--- src/rtl/mem_stage_pkg.sv ---
// Shared types and constants for the dcache->mem pipeline stage.
// Latency: n/a (declarations only).
// Backpressure: n/a (declarations only).
package mem_stage_pkg;

    localparam int REG_BUS      = 32;
    localparam int REG_ADDR_BUS = 5;
    localparam int STALL_BUS    = 8;
    localparam int MEM_OP_BUS   = 7;

    // Stall-bus bit indices and their polarity.
    localparam int   STALL_DC  = 6;
    localparam int   STALL_MEM = 7;
    localparam logic STOP      = 1'b1;
    localparam logic NO_STOP   = 1'b0;

    typedef logic [REG_BUS-1:0]      reg_t;
    typedef logic [REG_ADDR_BUS-1:0] reg_addr_t;
    typedef logic [STALL_BUS-1:0]    stall_t;
    typedef logic [MEM_OP_BUS-1:0]   mem_op_t;

    // One-hot load opcodes, bit order {lwl, lwr, lb, lbu, lh, lhu, lw}.
    localparam mem_op_t OP_LW  = 7'b000_0001;
    localparam mem_op_t OP_LHU = 7'b000_0010;
    localparam mem_op_t OP_LH  = 7'b000_0100;
    localparam mem_op_t OP_LBU = 7'b000_1000;
    localparam mem_op_t OP_LB  = 7'b001_0000;
    localparam mem_op_t OP_LWR = 7'b010_0000;
    localparam mem_op_t OP_LWL = 7'b100_0000;

    typedef enum logic {
        EMPTY = 1'b0,
        HELD  = 1'b1
    } hold_state_t;

    // Register-file write-back bundle.
    typedef struct packed {
        logic      we;
        reg_addr_t waddr;
        reg_t      wdata;
    } wb_t;

endpackage

--- src/rtl/mem_stage_if.sv ---
// Bundle between the dcache stage / data SRAM and the mem stage write-back.
// Latency: n/a (wiring only).
// Backpressure: stall bits travel with the bundle; no valid/ready here.
interface mem_stage_if;
    import mem_stage_pkg::*;

    logic      flush;
    stall_t    stall;
    logic      dc_we;
    reg_addr_t dc_waddr;
    reg_t      dc_wdata;
    mem_op_t   dc_mem_op;
    reg_addr_t dc_rt_rf_raddr;
    reg_t      dc_rt_rf_rdata;
    reg_t      data_sram_rdata;
    logic      mem_we;
    reg_addr_t mem_waddr;
    reg_t      mem_wdata;

    // Upstream side: drives the dcache bundle, observes write-back.
    modport master (
        output flush, stall, dc_we, dc_waddr, dc_wdata, dc_mem_op,
               dc_rt_rf_raddr, dc_rt_rf_rdata, data_sram_rdata,
        input  mem_we, mem_waddr, mem_wdata
    );

    // The mem stage itself.
    modport slave (
        input  flush, stall, dc_we, dc_waddr, dc_wdata, dc_mem_op,
               dc_rt_rf_raddr, dc_rt_rf_rdata, data_sram_rdata,
        output mem_we, mem_waddr, mem_wdata
    );

endinterface

--- src/rtl/mem_stage_load_align.sv ---
// Load result formatter: lane select, sign/zero extend, lwl/lwr merge.
// Latency: purely combinational.
// Backpressure: none; also reused by the forwarding path.
module load_align
    import mem_stage_pkg::*;
(
    input  mem_op_t    mem_op,
    input  logic [1:0] off,
    input  reg_t       rdata_eff,
    input  reg_t       reg2,
    input  reg_t       alu_result,
    output reg_t       result
);

    logic [7:0]  byte_sel;
    logic [15:0] half_sel;

    // Pick the addressed byte and halfword lanes of the read word.
    always_comb begin
        byte_sel = rdata_eff[7:0];
        half_sel = rdata_eff[15:0];
        case (off)
            2'd0: byte_sel = rdata_eff[7:0];
            2'd1: byte_sel = rdata_eff[15:8];
            2'd2: byte_sel = rdata_eff[23:16];
            2'd3: byte_sel = rdata_eff[31:24];
            default: byte_sel = rdata_eff[7:0];
        endcase
        if (off[1]) begin
            half_sel = rdata_eff[31:16];
        end
    end

    // Format by opcode; anything that is not a recognised load passes the ALU result.
    always_comb begin
        result = alu_result;
        case (mem_op)
            OP_LW:  result = rdata_eff;
            OP_LB:  result = {{24{byte_sel[7]}}, byte_sel};
            OP_LBU: result = {24'h0, byte_sel};
            // Odd halfword offsets are misaligned; the exception is raised elsewhere.
            OP_LH:  result = off[0] ? '0 : {{16{half_sel[15]}}, half_sel};
            OP_LHU: result = off[0] ? '0 : {16'h0, half_sel};
            OP_LWL: begin
                case (off)
                    2'd0: result = {rdata_eff[7:0],  reg2[23:0]};
                    2'd1: result = {rdata_eff[15:0], reg2[15:0]};
                    2'd2: result = {rdata_eff[23:0], reg2[7:0]};
                    default: result = rdata_eff;
                endcase
            end
            OP_LWR: begin
                case (off)
                    2'd0: result = rdata_eff;
                    2'd1: result = {reg2[31:24], rdata_eff[31:8]};
                    2'd2: result = {reg2[31:16], rdata_eff[31:16]};
                    default: result = {reg2[31:8], rdata_eff[31:24]};
                endcase
            end
            default: result = alu_result;
        endcase
    end

endmodule

--- src/rtl/mem_stage.sv ---
// Dcache->mem pipeline register with SRAM read-word hold and load formatting.
// Latency: one edge from an advancing dcache-stage cycle to mem_* outputs.
// Backpressure: stall[6]/stall[7] freeze, bubble or advance; flush clears.
module mem_stage
    import mem_stage_pkg::*;
(
    input  logic         clk,
    input  logic         rst,
    mem_stage_if.slave   bus
);

    hold_state_t hold_state;
    hold_state_t hold_state_nxt;
    reg_t        rdata_hold;
    reg_t        rdata_hold_nxt;
    logic        hold_valid;

    wb_t         wb_q;
    wb_t         wb_adv;
    reg_t        rdata_eff;
    reg_t        reg2;
    reg_t        fmt_result;

    logic        dc_stop;
    logic        mem_stop;

    // Stall bits outside the dcache/mem pair belong to other stages.
    logic        unused_stall;
    assign unused_stall = ^bus.stall[5:0];

    assign dc_stop    = (bus.stall[STALL_DC]  == STOP);
    assign mem_stop   = (bus.stall[STALL_MEM] == STOP);
    assign hold_valid = (hold_state == HELD);

    // The SRAM word is only valid in the dcache cycle, so a held copy takes over during stalls.
    assign rdata_eff = hold_valid ? rdata_hold : bus.data_sram_rdata;

    // Back-to-back lwl/lwr to the same rt must merge into the value still in this stage.
    assign reg2 = (wb_q.we && (wb_q.waddr == bus.dc_rt_rf_raddr)) ? wb_q.wdata
                                                                   : bus.dc_rt_rf_rdata;

    load_align u_load_align (
        .mem_op     (bus.dc_mem_op),
        .off        (bus.dc_wdata[1:0]),
        .rdata_eff  (rdata_eff),
        .reg2       (reg2),
        .alu_result (bus.dc_wdata),
        .result     (fmt_result)
    );

    assign wb_adv = '{we: bus.dc_we, waddr: bus.dc_waddr, wdata: fmt_result};

    // Hold FSM state and captured read word.
    always_ff @(posedge clk or negedge rst) begin
        if (!rst) begin
            hold_state <= EMPTY;
            rdata_hold <= '0;
        end else begin
            hold_state <= hold_state_nxt;
            rdata_hold <= rdata_hold_nxt;
        end
    end

    // Capture once when both stages stop; release on flush or when dcache advances.
    always_comb begin
        hold_state_nxt = hold_state;
        rdata_hold_nxt = rdata_hold;
        case (hold_state)
            EMPTY: begin
                if (!bus.flush && dc_stop && mem_stop) begin
                    hold_state_nxt = HELD;
                    rdata_hold_nxt = bus.data_sram_rdata;
                end
            end
            HELD: begin
                if (bus.flush || !dc_stop) begin
                    hold_state_nxt = EMPTY;
                    rdata_hold_nxt = '0;
                end
            end
            default: begin
                hold_state_nxt = EMPTY;
                rdata_hold_nxt = '0;
            end
        endcase
    end

    // Output register: flush, then bubble, then advance, otherwise hold.
    always_ff @(posedge clk or negedge rst) begin
        if (!rst) begin
            wb_q <= '0;
        end else if (bus.flush) begin
            wb_q <= '0;
        end else if (dc_stop && !mem_stop) begin
            wb_q <= '0;
        end else if (!dc_stop) begin
            wb_q <= wb_adv;
        end
    end

    assign bus.mem_we    = wb_q.we;
    assign bus.mem_waddr = wb_q.waddr;
    assign bus.mem_wdata = wb_q.wdata;

endmodule
--- src/flat_wrapper.sv ---
// flat-port wrapper written by rule: the top's interface ports become plain ports
module mem_stage_flat import mem_stage_pkg::*;
  (clk, rst, bus_flush, bus_stall, bus_dc_we, bus_dc_waddr, bus_dc_wdata, bus_dc_mem_op, bus_dc_rt_rf_raddr, bus_dc_rt_rf_rdata, bus_data_sram_rdata, bus_mem_we, bus_mem_waddr, bus_mem_wdata);
  mem_stage_if bus_i ();
  input  logic clk;
  input  logic rst;
  input wire logic [$bits(bus_i.flush)-1:0] bus_flush;
  input wire logic [$bits(bus_i.stall)-1:0] bus_stall;
  input wire logic [$bits(bus_i.dc_we)-1:0] bus_dc_we;
  input wire logic [$bits(bus_i.dc_waddr)-1:0] bus_dc_waddr;
  input wire logic [$bits(bus_i.dc_wdata)-1:0] bus_dc_wdata;
  input wire logic [$bits(bus_i.dc_mem_op)-1:0] bus_dc_mem_op;
  input wire logic [$bits(bus_i.dc_rt_rf_raddr)-1:0] bus_dc_rt_rf_raddr;
  input wire logic [$bits(bus_i.dc_rt_rf_rdata)-1:0] bus_dc_rt_rf_rdata;
  input wire logic [$bits(bus_i.data_sram_rdata)-1:0] bus_data_sram_rdata;
  output wire logic [$bits(bus_i.mem_we)-1:0] bus_mem_we;
  output wire logic [$bits(bus_i.mem_waddr)-1:0] bus_mem_waddr;
  output wire logic [$bits(bus_i.mem_wdata)-1:0] bus_mem_wdata;
  assign bus_i.flush = bus_flush;
  assign bus_i.stall = bus_stall;
  assign bus_i.dc_we = bus_dc_we;
  assign bus_i.dc_waddr = bus_dc_waddr;
  assign bus_i.dc_wdata = bus_dc_wdata;
  assign bus_i.dc_mem_op = bus_dc_mem_op;
  assign bus_i.dc_rt_rf_raddr = bus_dc_rt_rf_raddr;
  assign bus_i.dc_rt_rf_rdata = bus_dc_rt_rf_rdata;
  assign bus_i.data_sram_rdata = bus_data_sram_rdata;
  assign bus_mem_we = bus_i.mem_we;
  assign bus_mem_waddr = bus_i.mem_waddr;
  assign bus_mem_wdata = bus_i.mem_wdata;
  mem_stage u_core (.clk(clk), .rst(rst), .bus(bus_i));
endmodule
--- config.mk ---
export PLATFORM = sky130hd
export DESIGN_NAME = mem_stage_flat
export DESIGN_NICKNAME = d
export VERILOG_FILES = /design/src/rtl/mem_stage_pkg.sv /design/src/rtl/mem_stage_if.sv /design/src/rtl/mem_stage_load_align.sv /design/src/rtl/mem_stage.sv /design/src/flat_wrapper.sv
export SDC_FILE = /design/constraint.sdc
export NUM_CORES = 1
export LEC_CHECK = 0
export BUFFER_PORTS_ARGS = -buffer_cell sky130_fd_sc_hd__buf_2
export CAP_MARGIN = 10
export CORE_MARGIN = 5
export CORE_UTILIZATION = 50
export DETAILED_ROUTE_END_ITERATION = 8
export PLACE_DENSITY = 0.77
export SLEW_MARGIN = 20
export SYNTH_ARGS = -nofsm -noshare
export SYNTH_HDL_FRONTEND = slang
export SYNTH_HIERARCHICAL = 1
export SYNTH_SLANG_ARGS = --single-unit
--- constraint.sdc ---
create_clock -name clk -period 4 [get_ports clk]
set_input_delay 0.2 -clock clk [delete_from_list [all_inputs] [get_ports clk]]
set_output_delay 0.2 -clock clk [all_outputs]
set_load 0.03 [all_outputs]
# Word level (Yosys, flattened, before mapping)
# Cells that the tools add are included.
# Widths: inputs -> output; s select.
totals:
  reg_bits: 71
  latchBits: 0
  mem_bits_rw: 0
  romBits: 0
  word_cells: 48
  mem_count: 0
classes:
  addsub: 0
  multipliers: 0
  n_div: 0
  n_lt_le_gt_ge: 0
  n_eq_ne: 14
  shifts: 0
  mux: 18
  n_bitwise: 1
  n_reduce_logical: 10
op_table:
  columns: ["operator", "count"]
  rows:
  - ["$pmux 32 s7", 1]
  - ["$pmux 32 s3", 2]
  - ["$mux 32", 5]
  - ["$mux 38", 3]
  - ["$pmux 32 s2", 1]
  - ["$mux 16", 2]
  - ["$pmux 8 s4", 1]
  - ["$eq 7x1->1 const B", 1]
  - ["$eq 7x2->1 const B", 1]
  - ["$eq 7x3->1 const B", 1]
  - ["$eq 7x4->1 const B", 1]
  - ["$eq 7x5->1 const B", 1]
  - ["$eq 7x6->1 const B", 1]
  - ["$eq 7x7->1 const B", 1]
  - ["$eq 5x5->1", 1]
  - ["$eq 2x2->1 const B", 2]
  - ["$logic_and 1x1->1", 4]
  - ["$logic_not 1->1", 3]
  - ["$ne 3x2->1 const B", 1]
  - ["$eq 2x1->1 const B", 1]
  - ["$logic_not 2->1", 1]
  - ["$mux 1", 2]
  - ["$ne 2x1->1 const B", 1]
  - ["$ne 2x2->1 const B", 1]
  - ["4 further kinds", 4]

# Depth between registers and ports, before layout
# Gate-level depths: netlist of the first run.
depth:
  word_depth: 8
  ltp_mapped: 11
  depth_no_buf: 9

# Hierarchy
# Netlist of the first run, hierarchy kept.
modules_own_cells:
  columns: ["module", "n_inst", "cells_each", "area_each_um2", "seq_area_each_um2"]
  rows:
  - ["mem_stage", 1, 244, 3513.4, 1776.7]
  - ["load_align", 1, 273, 2544.9, 0.0]

# Worst setup path after synthesis of the first run
# OpenSTA, ideal clock, no wires.
synth_path:
  path_type: "register -> register"
  from: "register u_core.wb_q, in the netlist u_core/bus.mem_waddr[3]"
  to: "register u_core.wb_q, in the netlist u_core/bus.mem_wdata[14]"
  setup_ps: 121
  arrival_ps: 2816
  path_slack_ps: 1063
  stages_incl_launch_ff: 12
  n_path_buf: 2
  synth_period_minus_slack_ps: 2937
  cell_sequence: "dfrtp_1 -> xor2_1 -> nor4_1 -> and3_1 -> buf_6 -> buf_12 -> mux2_4 -> mux4_2 -> and3_1 -> a311oi_1 -> a2bb2oi_2 -> a22o_1"
synth_via:
  elab_chain_len: 8
  elab_cells_between_ends: 9
synth_rtl:
  columns: ["element", "line", "rtl"]
  rows:
  - ["start, declared", "mem_stage.sv:18", "wb_t wb_q;"]
  - ["start signal, assigned", "mem_stage.sv:97", "wb_q <= wb_adv;"]
  - ["$eq 5x5->1 *", "mem_stage.sv:39", "assign reg2 = (wb_q.we && (wb_q.waddr == bus.dc_rt_rf_raddr)) ? wb_q.wdata"]
  - ["$logic_and 1x1->1 *", "mem_stage.sv:39", null]
  - ["$mux 32 *", "mem_stage.sv:39", null]
  - ["named net u_core.reg2[14]", "mem_stage.sv:21", "reg_t reg2;"]
  - ["$pmux 32 s3 (on tied branches)", "mem_stage_load_align.sv:53, mem_stage_load_align.sv:45", null]
  - ["$pmux 32 s7 *", "mem_stage_load_align.sv:37", "case (mem_op)"]
  - ["named net u_core.fmt_result[14]", "mem_stage.sv:22", "reg_t fmt_result;"]
  - ["$mux 38 *", "mem_stage.sv:96", "end else if (!dc_stop) begin"]
  - ["$mux 38 *", "mem_stage.sv:94", "end else if (dc_stop && !mem_stop) begin"]
  - ["$mux 38 *", "mem_stage.sv:92", "end else if (bus.flush) begin"]
# The timed path passes the listed nets; every way through them passes the cells marked *. The select of a mux whose other input is x is not followed.
# A chain may end at the register's enable or synchronous reset.

# Worst setup path after layout of the first run
# Same ends and word-level chain as after synthesis.

==> results of run 1 <==
==> power groups by stage <==
stage	combinational (µW)	clock (µW)	sequential, µW
after floorplan	366	0	864
after global placement	580	0	828
after detailed placement	593	0	834
after CTS	598	962	822
after global routing	645	992	830
final	606	956	822
==> per-stage QoR <==
stage               cells  cell area, µm²  worst slack [ns]  hold WS, ns  utilization
finish                800            7200             0.716       0.0781        0.602
CTS                   800            7200             0.740       0.0703        0.602
global route          800            7200             0.541       0.0774        0.602
global placement      783            6840             0.726        0.334        0.572
detailed placement    783            6840             0.742        0.339        0.572
floorplan             517            6060              1.06      -0.0956            -
==> cell type report <==
type / instances / area [µm²] / area share
Multi-Input combinational cell: 391 / 3960 / 0.550
Clock buffer: 11 / 243 / 0.0337
Tap cell: 147 / 184 / 0.0255
Inverter: 2 / 7.51 / 0.00104
Sequential cell: 71 / 1780 / 0.247
Clock inverter: 5 / 105 / 0.0146
Timing Repair Buffer: 173 / 923 / 0.128
==> cell usage in the layout (no fill, tap or decap), types with 9 or more instances in the layout <==
cell type,synthesis,layout
mux2_2,60,60
a221o_1,15,15
dfrtp_1,71,71
clkbuf_16,0,9
nor2_1,16,15
mux4_2,17,17
mux2i_1,25,24
a32o_1,40,40
mux2_4,35,35
nand2_1,15,15
mux2_1,9,9
o211ai_1,10,10
and3_1,10,9
buf_2,17,156
buf_4,3,15
a22o_1,38,38
a21oi_1,11,11
==> worst max-delay path, delay by kind of cell (launching register included) <==
family | cells | cell delay, ns
flip-flops | 1 | 0.40
multiplexers | 2 | 0.83
XOR/XNOR | 1 | 0.15
AND/OR/NAND/NOR | 3 | 1.01
AO/OA/AOI/OAI | 3 | 0.79
==> state kept, by name, indices dropped and copies added, names as in the netlist <==
| register | count |
|---|---|
| u_core/bus.mem_wdata | 32 |
| u_core/rdata_hold | 32 |
| u_core/bus.mem_waddr | 5 |
| u_core/bus.mem_we | 1 |
| u_core/hold_state | 1 |
==> synthesized netlist by cell type, types with 2 or more instances <==
library cell	number	area, µm²
a21oi_1	11	55.1
a221o_1	15	150
a22o_1	38	333
a2bb2oi_1	2	17.5
a2bb2oi_2	6	90.1
a311oi_1	8	70.1
a32o_1	40	400
and3_1	10	62.6
buf_1	4	15.0
buf_12	4	80.1
buf_2	17	85.1
buf_4	3	22.5
buf_6	4	45.0
clkbuf_1	21	78.8
dfrtp_1	71	1780
mux2_1	9	101
mux2_2	60	676
mux2_4	35	526
mux2i_1	25	250
mux4_2	17	383
nand2_1	15	56.3
nand3_1	2	10.0
nand3b_1	2	15.0
nand4_1	8	50.1
nor2_1	16	60.1
nor2b_1	3	18.8
nor3_1	2	10.0
nor3_2	2	20.0
nor4_1	3	18.8
nor4b_2	4	60.1
o211ai_1	10	75.1
o21ai_2	2	17.5
o221ai_1	5	43.8
o22a_1	8	70.1
o22ai_1	8	50.1
xor2_1	7	61.3
==> layer usage <==
layer	part of all wire	routed length, µm	GRT usage
met4	0.017	344	0.0730
met1	0.44	8630	0.388
met5	0	0	0
met2	0.46	8980	0.414
met3	0.088	1740	0.0617
==> final timing paths <==
path | cells past startpoint | endpoint | startpoint | slack, ns
max in group asynchronous | 3 | u_core/bus.mem_wdata[18]$_DFFE_PN0P_ | rst | 2.51
setup reg to reg | 9 | u_core/bus.mem_wdata[14]$_DFFE_PN0P_ | u_core/bus.mem_waddr[3]$_DFFE_PN0P_ | 0.72
hold / removal | 2 | u_core/bus.mem_we$_DFFE_PN0P_ | bus_dc_we | 0.08
min in group asynchronous | 2 | u_core/hold_state$_DFF_PN0_ | rst | 0.49
hold reg to reg | 1 | u_core/rdata_hold[13]$_DFFE_PN0P_ | u_core/rdata_hold[13]$_DFFE_PN0P_ | 0.49
setup / recovery | 9 | u_core/bus.mem_wdata[14]$_DFFE_PN0P_ | u_core/bus.mem_waddr[3]$_DFFE_PN0P_ | 0.72
==> cells by family after synthesis <==
| family | after synthesis |
|---|---|
| mux | 146 |
| buf+inv | 55 |
| flops | 71 |
| simple gates | 77 |
| compound gates | 160 |
| xor+xnor | 8 |
==> timing repair <==
action	in CTS	in global routing
setup endpoints to repair	0	0
endpoints found under the hold margin	33	0
hold buffers	1	0
==> qor.yml, run 1 <==
run_status:
  status: "completed"
sta:
  fin_crit_sh: 0.821
  finalSetupTns_ns: 0
  layout_min_cycle_time_ns: 3.28
  hold_viol_final: 0
  skew_ns: 0.0105
  rsz0062_at_grt: "false"
  slew_headroom: 0.416
  slew_violations: 0
  tightestPinTransition_ns: 0.873
  fmax_mhz: 305
  setup_violations: 0
placement:
  dp_hpwl_mm: 14.3
  numPortBuffers: 156
  gp_congestion: 0.959
worst_setup_path:
  cp.required_ns: 4.24
  cp_max_fo: 13
  critPathArrivalTime_ns: 3.52
  path_cells: "xor2_1 > nor4_1 > and3_2 > mux2_4 > mux4_2 > and3_1 > a311oi_1 > a2bb2oi_2 > a22o_1"
  max_stage_delay_ns: 0.55
  startpoint_type: "flop"
  crit_path_end_kind: "flop"
  criticalPathCategory: "flop to flop"
  cp_slowest_cell: "and3_2"
cts:
  cts.clk_slew.worst_paths_ns: 0.07
  cts_tree: "done"
  ctsResizeCount: 0
  htree_num_levels: 3
  cts_setup_buffers: 0
  numClockSinks: 71
  clock_path_buffers: 2
  numCtsBuffers: 9
  cts_root_buffer: "clkbuf_16"
  clk_latency_ns: 0.34
global_route:
  grt_pass1_wl_mm: 30.8
  grt_pass1_vias: 5480
  overflow: 0
  antenna_found_initial: 0
  grt_use_total: 0.272
  grt_max_degree: 40
logic_synthesis:
  synth.net_count: 642
  synth_simple_gate_area_frac: 0.0803
  synth-seq-cells: 71
  synth-compound-area-share: 0.240
  synth_cells: 517
  syn_area_per_cell_um2: 11.7
  synth_cell_types: 56
  synth_top_family_by_area: "multiplexers"
  synth_ff_type: "dfrtp_1"
  syn-cell-area_mm2: 0.00606
  ys_warn_count: 6
  synth_xor_xnor_area_share: 0.0116
  synthAdderAreaFrac: 0
  synth-edff-count: 0
  yosysSeqAreaShare: 0.293
  synth-async-reset-ratio: 1.00
  muxShareOfSynthArea: 0.319
floorplanning:
  die_width_um: 120
  initial_core_util: 0.506
  num_rows: 40
  fp.dieArea_mm2: 0.0144
  dieHeight_um: 120
  ioPinCount: 163
  coreArea_mm2: 0.0120
final_layout:
  layout.nets: 773
  area_growth_pct: 18.8
  drive_above_1_share: 0.496
  num_antenna_cells: 0
  fillers: 982
detailed_routing:
  dr.pass1.iters: 5
  vias: 5412
  via_per_inst: 6.77
  routed_wl_mm: 19.7
  antenna_left: 0
  drt_iter0_markers: 689
  routedWlPerCell_um: 24.6
  drc_errors: 0
run:
  cap_violations: 0
power_and_ir_drop:
  switchingPower_uw: 696
  pwr_density_cell_mw_per_mm2: 331
  pwr-share-clk: 0.401
  pwr-share-seq: 0.345
  total_power_uw: 2380
  peakVddDrop_mv: 0.176
  internal_power_uw: 1690
  p_leak_uw: 0.00327
  combPwrFrac: 0.254
  swShare: 0.292
worst_hold_path:
  hold_class: "input pin to flop"
Power figures use the tool's default switching activity.
==> run 2, diff against run 1 <==
ABC_AREA = 1   (was default)
PLACE_DENSITY = 0.78   (was 0.77)
clock period = 2.9 ns   (was 4 ns; I/O delays follow)
==> run 2 against run 1 <==
- largest power group is now registers
- flip-flop and latch count is the same
- final area grew 11%
- highest routed layer unchanged
- hold slack lost 0.062 ns
- total power grew 25%
- register-to-register slack lost 0.33 ns
- die area grew 13%
- setup slack lost 0.33 ns
- synthesized cell count grew 130%
- clock-buffer cell count is the same
- core utilization shrank 0.73 points
- cell count grew 90%
==> qor.yml, run 2 <==
power_and_ir_drop:
  pwr-share-clk: 0.327  # -0.074
  combPwrFrac: 0.293  # +0.039
  pwr_density_cell_mw_per_mm2: 375  # +13%
  swShare: 0.346  # +0.0545
  internal_power_uw: 1950  # +16%
  switchingPower_uw: 1030  # +49%
  peakVddDrop_mv: 0.297  # +69%
  p_leak_uw: 0.00462  # +41%
  pwr-share-seq: 0.381  # +0.036
worst_setup_path:
  cp_max_fo: 52  # +39
  ff2ff_setup_slack_ns: 0.39  # -0.33 ns
  worstSetupStartpoint: "u_core/hold_state$_DFF_PN0_"
  cp.required_ns: 3.16  # -1.08 ns
  rr_endpoint: "u_core/bus.mem_wdata[24]$_DFFE_PN0P_"
  criticalPathCategory: "flop to flop"
  startpoint_type: "flop"
  critPathArrivalTime_ns: 2.77  # -0.75 ns
  rr_worst_depth: 13  # +4
  cp-endpoint: "u_core/bus.mem_wdata[24]$_DFFE_PN0P_"
  reg2reg_from: "u_core/hold_state$_DFF_PN0_"
  crit_path_end_kind: "flop"
logic_synthesis:
  synth_commonest_cells: "424 x nand2_1, 244 x nand3_1, 121 x inv_1"
  syn_area_per_cell_um2: 5.69  # -51%
  synth-async-reset-ratio: 1.00  # unchanged
  synth_top_area_frac: 0.258  # -0.0354
  yosysSeqAreaShare: 0.258  # -0.0354
  synth_cell_types: 23  # -59%
  synth.net_count: 1336  # +110%
  ys_warn_count: 6  # unchanged
  synth_cells: 1211  # +130%
  yosysTopAreaCell: "dfrtp_1"
  synth_most_common_cell: "nand2_1"
  syn-cell-area_mm2: 0.00689  # +14%
  synth-seq-cells: 71  # unchanged
  synth_ff_type: "dfrtp_1"
  synth-edff-count: 0  # unchanged
  synth_area_leaders: "dfrtp_1 26%, nand2_1 23%, nand3_1 18%"
worst_hold_path:
  hold_class: "input pin to async pin"
sta:
  rsz0062_at_grt: "false"
  fmax_mhz: 398  # +31%
  slew_violations: 0  # unchanged
  skew_ns: 0.00529  # -0.00518 ns
  fin_crit_sh: 0.867  # +0.0459
  setup_violations: 0  # unchanged
  finalSetupTns_ns: 0  # unchanged
  layout_min_cycle_time_ns: 2.51  # -0.770 ns
  tightestPinTransition_ns: 1.18  # +0.309 ns
  slew_headroom: 0.204  # -0.213
  hold_viol_final: 0  # unchanged
  holdWs_ns: 0.0159  # -0.0622 ns
cts:
  numClockSinks: 71  # unchanged
  clock_path_buffers: 2  # unchanged
  numCtsBuffers: 9  # unchanged
  cts.clk_slew.worst_paths_ns: 0.05  # -0.02 ns
  cts_tree: "done"
  clk_latency_ns: 0.34  # about the same
  htree_num_levels: 3  # unchanged
  cts_setup_buffers: 0  # unchanged
  cts_root_buffer: "clkbuf_16"
  ctsResizeCount: 0  # unchanged
  postCtsHoldBufs: 0  # -1
global_route:
  grt_use_total: 0.300  # +0.0282
  antenna_found_initial: 0  # unchanged
  overflow: 0  # unchanged
  grt_pass1_vias: 7699  # +40%
  grt_max_degree: 72  # +80%
  grt_pass1_wl_mm: 39.1  # +27%
final_layout:
  final_cell_count_no_fill: 1516  # +90%
  fillers: 1392  # +42%
  most-common-layout-cells: "424 x nand2_1, 244 x nand3_1, 156 x buf_2"
  multi_input_area_mm2: 0.00413  # +4.3%
  area_growth_pct: 15.7
  regArea_mm2: 0.00178  # unchanged
  num_antenna_cells: 0  # unchanged
  final_common_cell: "nand2_1"
  layout.nets: 1463  # +89%
  drive_above_1_share: 0.184  # -0.313
placement:
  dp_hpwl_mm: 17.8  # +25%
  numPortBuffers: 156  # unchanged
  gp_congestion: 1.01  # +5.7%
  placed_cells: 1503  # +92%
detailed_routing:
  drc_errors: 0  # unchanged
  antenna_left: 0  # unchanged
  vias: 8309  # +54%
  via_per_inst: 5.48  # -19%
  routedWlPerCell_um: 16.3  # -34%
  drt_iter0_markers: 888  # +29%
  dr.pass1.iters: 6  # +1
  routed_wl_mm: 24.7  # +25%
floorplanning:
  fp.dieArea_mm2: 0.0162  # +13%
  initial_core_util: 0.514  # +0.00761
  ioPinCount: 163  # unchanged
  coreArea_mm2: 0.0134  # +12%
  num_rows: 42  # +5.0%
  dieHeight_um: 127  # +6.1%
  die_width_um: 127  # +6.1%
run:
  cap_violations: 0  # unchanged
run_status:
  status: "completed"
run 2: cell count changes in the layout (fill, tap and decap cells not counted), sizes merged, moves of 25 or more:
cell / previous run / this run
inv: 1 / 130
mux2: 104 / 0
a32o: 40 / 0
nor2: 17 / 88
o21ai: 4 / 133
nand3: 3 / 247
buf: 172 / 197
mux2i: 25 / 0
a22o: 38 / 0
nand2: 16 / 430
run 2: worst max-delay path: stages (launching register included):
cell,delay (ns)
dfrtp_1,0.34
inv_1,0.08
buf_12,0.18
o21ai_0,0.94
nand2_1,0.11
nand2_1,0.10
nand2_1,0.06
nand2_1,0.14
nand2_1,0.08
nand3_1,0.08
nor2_1,0.07
nand2_1,0.06
inv_1,0.04
o21ai_0,0.14
run 2: per-layer routing:
| layer | global-route usage | vias to the layer above | wire [µm] |
|---|---|---|---|
| li1 | - | 4100 | - |
| met1 | 0.408 | 3765 | 10500 |
| met2 | 0.466 | 389 | 11000 |
| met3 | 0.0505 | 55 | 2110 |
| met4 | 0.136 | 0 | 1050 |
| met5 | 0 | - | 0 |
run 2: worst min-delay path by stage:
stage,endpoint,startpoint,slack [ns],depth (start not counted)
after global placement,u_core/bus.mem_waddr[2]$_DFFE_PN0P_,bus_dc_waddr[2],0.39,3
after global routing,u_core/bus.mem_waddr[2]$_DFFE_PN0P_,bus_dc_waddr[2],0.06,3
after CTS,u_core/bus.mem_waddr[2]$_DFFE_PN0P_,bus_dc_waddr[2],0.04,3
after floorplan,u_core/bus.mem_waddr[0]$_DFFE_PN0P_,rst,-0.15,0
final,u_core/rdata_hold[26]$_DFFE_PN0P_,rst,0.02,2
after detailed placement,u_core/bus.mem_waddr[2]$_DFFE_PN0P_,bus_dc_waddr[2],0.39,3
run 2: kinds of logic after synthesis:
| family | synth area share |
|---|---|
| and+or+nand+nor | 0.483 |
| buffers and inverters | 0.143 |
| AOI/OAI and AO/OA | 0.116 |
| DFF | 0.258 |
run 2: power by group through the flow:
stage | combinational [µW] | clock, µW | sequential [µW]
2_1_floorplan | 497 | 0 | 1200
3_3_place_gp | 849 | 0 | 1150
3_5_place_dp | 858 | 0 | 1150
4_1_cts | 862 | 994 | 1140
5_1_grt | 967 | 1040 | 1150
6_report | 874 | 976 | 1140
run 2: layout make-up:
type                       count  area share
sequential                    71       0.223
clock buffer                  11      0.0305
timing repair buffer         197       0.138
tap                          176      0.0276
multi-input combinational    929       0.518
clock inverter                 2     0.00126
inverter                     130      0.0612
run 2: through the flow:
step | power, µW | area [µm²] | util | setup WS (ns)
6_report | 2990 | 7970 | 0.595 | 0.386
2_1_floorplan | 1690 | 6890 | - | 0.925
3_3_place_gp | 2000 | 7710 | 0.576 | 0.500
3_5_place_dp | 2010 | 7710 | 0.576 | 0.482
4_1_cts | 2990 | 7970 | 0.595 | 0.470
5_1_grt | 3150 | 7970 | 0.595 | 0.225
